File: src/rtl/universal_shift_reg.sv
// Universal shift register: hold, shift right, shift left or parallel load each cycle,
// with a shift counter that pulses word_done after every WIDTH serial shifts.
module universal_shift_reg #(
  parameter  int               WIDTH     = 8,
  parameter  logic [WIDTH-1:0] RESET_VAL = '0,
  localparam int               CW        = $clog2(WIDTH)
) (
  input  logic             clk,
  input  logic             rst,
  input  logic             en,
  input  logic [1:0]       mode,
  input  logic             serial_in_r,
  input  logic             serial_in_l,
  input  logic [WIDTH-1:0] parallel_in,
  output logic [WIDTH-1:0] parallel_out,
  output logic             serial_out_r,
  output logic             serial_out_l,
  output logic [CW-1:0]    shift_cnt,
  output logic             word_done
);

  localparam logic [1:0]    MODE_HOLD  = 2'b00;
  localparam logic [1:0]    MODE_RIGHT = 2'b01;
  localparam logic [1:0]    MODE_LEFT  = 2'b10;
  localparam logic [1:0]    MODE_LOAD  = 2'b11;
  localparam logic [CW-1:0] CNT_LAST   = CW'(WIDTH - 1);

  logic [WIDTH-1:0] q;
  logic             is_shift;

  assign is_shift = (mode == MODE_RIGHT) || (mode == MODE_LEFT);

  always_ff @(posedge clk or negedge rst) begin
    if (!rst) begin
      q         <= RESET_VAL;
      shift_cnt <= '0;
      word_done <= 1'b0;
    end else begin
      word_done <= 1'b0;
      if (en) begin
        case (mode)
          MODE_RIGHT: q <= {serial_in_r, q[WIDTH-1:1]};
          MODE_LEFT:  q <= {q[WIDTH-2:0], serial_in_l};
          MODE_LOAD:  q <= parallel_in;
          default:    q <= q;
        endcase
        // Both directions advance the same counter; a load restarts word framing.
        if (is_shift) begin
          if (shift_cnt == CNT_LAST) begin
            shift_cnt <= '0;
            word_done <= 1'b1;
          end else begin
            shift_cnt <= shift_cnt + CW'(1);
          end
        end else if (mode == MODE_LOAD) begin
          shift_cnt <= '0;
        end
      end
    end
  end

  assign parallel_out = q;
  assign serial_out_r = q[0];
  assign serial_out_l = q[WIDTH-1];

endmodule

File: config.mk
export PLATFORM = sky130hd
export DESIGN_NAME = universal_shift_reg
export DESIGN_NICKNAME = d
export VERILOG_FILES = /design/src/rtl/universal_shift_reg.sv
export SDC_FILE = /design/constraint.sdc
export NUM_CORES = 1
export LEC_CHECK = 0
export ABC_AREA = 1
export CELL_PAD_IN_SITES_DETAIL_PLACEMENT = 0
export CELL_PAD_IN_SITES_GLOBAL_PLACEMENT = 1
export CORE_UTILIZATION = 29
export CTS_CLUSTER_DIAMETER = 50
export DETAILED_ROUTE_END_ITERATION = 10
export PLACE_DENSITY = 0.77
export RECOVER_POWER = 50
export SYNTH_ARGS = -nofsm -noshare
export SYNTH_HDL_FRONTEND = slang
export SYNTH_SLANG_ARGS = --single-unit
File: constraint.sdc
create_clock -name clk -period 1.2 [get_ports clk]
set_input_delay 0.18 -clock clk [delete_from_list [all_inputs] [get_ports clk]]
set_output_delay 0.18 -clock clk [all_outputs]
set_load 0.05 [all_outputs]
# == Word level (Yosys, flattened, before mapping) ==
# Index checks and enable logic that the tools add are counted.
# op_classes
n_addsub,1
mul,0
n_div,0
magnitude_cmp,0
n_eq_ne,4
shifts,0
n_mux,7
n_bitwise,0
reduce_logical,5
# ops
cell,n
$pmux 8 s3,1
$mux 3,3
$eq 2x2->1 const B,2
$reduce_and 2->1,2
$add 3x1->3 const B,1
$eq 3x3->1 const B,1
$mux 1,3
$reduce_bool 3->1,1
$eq 2x1->1 const B,1
$reduce_bool 2->1,1
$logic_or 1x1->1,1
# totals
register_bits,12
latch_bits,0
mem_bits_rw,0
mem_bits_ro,0
output_inout_bits,14
mem_count,0

# == Longest topological paths before layout ==
# depth
depth_word,4
depth_mapped,9
mapped_depth_nobuf,8

# == Least setup slack after synthesis ==
# Ideal clock, no wire load.
# synth_timing
path_type,register to register
start,register shift_cnt[0]
end,register shift_cnt[2]
setup_time_ps,118
arrival_time_ps,1224
required_ps,1082
slack_ps,-142
path_stages_with_launch,5
period_less_slack_ps,1342
path_cell_list,dfrtp_1 ha_1 ha_1 nand3_1 nand2_1
# synth_via
elab_chain_len,3
# synth_rtl
element,line_no,rtl
start: declaration,18,"output logic [CW-1:0] shift_cnt,"
start signal: assignment,53,shift_cnt <= shift_cnt + CW'(1);
$add 3x1->3 / $eq 3x3->1 (equally long branches),"53, 49",
$mux 3 (*),49,if (shift_cnt == CNT_LAST) begin
$mux 3 (*),48,if (is_shift) begin
# Every way passes the cells marked *; elsewhere a longest branch is shown, timed or not.
# A chain may end at the register's enable or synchronous reset.

# == Worst setup path after layout ==
# layout_timing
start,register q[0] (netlist: parallel_out[0])
end,output serial_out_r
# layout_lines
element,line_no,rtl
start: declaration,28,logic [WIDTH-1:0] q;
start signal: assignment,42,"MODE_RIGHT: q <= {serial_in_r, q[WIDTH-1:1]};"
start signal: assignment,43,"MODE_LEFT: q <= {q[WIDTH-2:0], serial_in_l};"
start signal: assignment,44,MODE_LOAD: q <= parallel_in;
end: declaration,16,"output logic serial_out_r,"
# No word-level cell between the ends.

==> results.cfg <==
[synthesis]
ys_ff_latch = 12
yosys_warnings = 0
ys_seq_area_share_pct = 38.10
syn_avg_cell_area_um2 = 6.915
synthCells = 114
synth_cell_types = 11
syn_area_um2 = 788.3
syn_nets = 134

[floorplan]
die_h_um = 54.14
coreArea_um2 = 2522
core.rowCount = 18
initial_core_util_pct = 31.25
io_pins = 29
die_w_um = 54.14
dieArea_um2 = 2931

[timing]
max_freq_mhz = 899.4
maxSlewViolCount = 0
finalHoldViolations = 0
hold_ws_ns = 0.4557
setup_violations = 0
slew_headroom_pct = 53.58
finalClockSkew_ns = 0.001605
period_share_pct = 92.65
worstMarginPinSlew_ns = 0.6963
period_needed_ns = 1.112
rsz0062_at_grt = no

[critical_path]
cp_slowest_cell = dfrtp_1
crit_buf_inv = 1
slowest_delay_ns = 0.49
cp.required_ns = 1.02
start_kind = flop
cp.depth = 1
r2r_start = shift_cnt[0]
path_cells = buf_12
r2r_cells = 4
critPathCaptureType = output port
setup.worst_path.start = parallel_out[0]
crit_fanout = 4
crit_family = flip-flops
worstSetupPathType = flop to output port
arrival_ns = 0.93

[layout]
fill_cells = 249
diodes = 0
drive_gt1_share_pct = 19.58
final_common_cell = nand2_1
final_cell_mix = 71 x nand2_1, 14 x buf_12, 13 x inv_1
finalNetCount = 164
area_delta_synth_final_pct = 63.97

[clocking]
clk_path_buf_depth = 2
cts_root_buf = clkbuf_4
insertion_delay_ns = 0.27
path_clk_slew_ns = 0.08
cts_inserted_buffers = 3
post_cts.repair.setup_buffers = 0
clock-sinks = 12
postCtsHoldBufs = 0
tritoncts = built
cts_max_level = 1

[global_route]
antenna_found_initial = 0
grtUsageMet3_pct = 2.542
use_met2_pct = 22.76
grt_max_degree = 13
busiest_layer = met2
grt_pass1_vias = 642
use_met1_pct = 17.32
grt.overflow.total = 0
grt_pass1_wl_um = 2884
track_usage_pct = 13.51

[pwr]
power_leakage_uw = 0.0006873
vdd_drop_max_v = 0.0009223
power.density_nw_per_um2 = 1384
power_uw = 1788

[route]
wl_um = 1773
drc = 0
vias = 726
via_per_inst = 4.197
first_pass_iters = 4
wl_per_cell_um = 10.25
ant_nets = 0
drt_iter0_drc = 9

[placement]
place_hpwl_um = 1310
gp_congestion = 0.7615
port_buffers = 28

[job]
maxCapViolCount = 0

[run_status]
status = complete, no violations

[hold_path]
hold_path_class = input pin to async pin
cell families after synthesis:
| logic type | count (synthesis) | share of synthesized area [%] |
|---|---|---|
| simple gates | 78 | 40.64 |
| fa+ha+maj | 5 | 7.937 |
| flops | 12 | 38.10 |
| buf+inv | 19 | 13.33 |
synth_stat cells:
master    n  area (um2)
inv_1    12       45.04
nand2_1  71       266.5
nor2_4    1       11.26
nor2_1    2       7.510
ha_1      5       62.56
nand3_1   3       15.01
inv_2     1       3.750
buf_4     3       22.52
buf_6     3       33.78
nor2_8    1       20.02
dfrtp_1  12       300.3
metrics by stage:
step	worst slack, ns	std cells	area [um2]	setup TNS, ns	util (%)
floorplan	0.04089	114	805.8	0	-
global placement	-0.3972	169	1230	-3.860	48.76
detailed placement	-0.4253	169	1230	-4.153	48.76
CTS	0.007113	173	1271	0	50.40
global route	0.03407	173	1292	0	51.24
finish	0.08819	173	1292	0	51.24
metal layers:
layer | vias to the layer above | wire, um
met1 | 315 | 838
met4 | 0 | 0
met5 | - | 0
li1 | 391 | -
met3 | 0 | 99
met2 | 20 | 835
registers in the layout (all words and copies together) (netlist names):
register      flops
shift_cnt         3
word_done         1
parallel_out      8
final timing paths:
path	slack (ns)	to
setup / recovery	0.09	serial_out_r
hold / removal	0.46	shift_cnt[2]
setup reg to reg	0.12	shift_cnt[2]
hold reg to reg	0.55	shift_cnt[1]
max in group asynchronous	0.26	shift_cnt[1]
min in group clk	0.48	word_done
timing repair:
action | CTS | global route
hold endpoints to repair | 0 | 0
endpoints found under the setup margin | 8 | 11
pin swaps | 0 | 0
gates cloned | 0 | 0
resized for setup | 2 | 4
final cells by class:
class	instances	area (um2)	share of cell area (%)
multi-input combinational	83	422.9	32.72
tap	30	37.54	2.904
timing repair buffer	31	444.2	34.37
inverter	13	48.80	3.775
sequential	12	302.8	23.43
clock buffer	4	36.28	2.807
power by group:
group / switching [uW] / total, uW / internal [uW]
registers: 120 / 594 / 474
clock network: 136 / 320 / 184
logic: 451 / 874 / 423
Power figures use the tool's default switching activity.
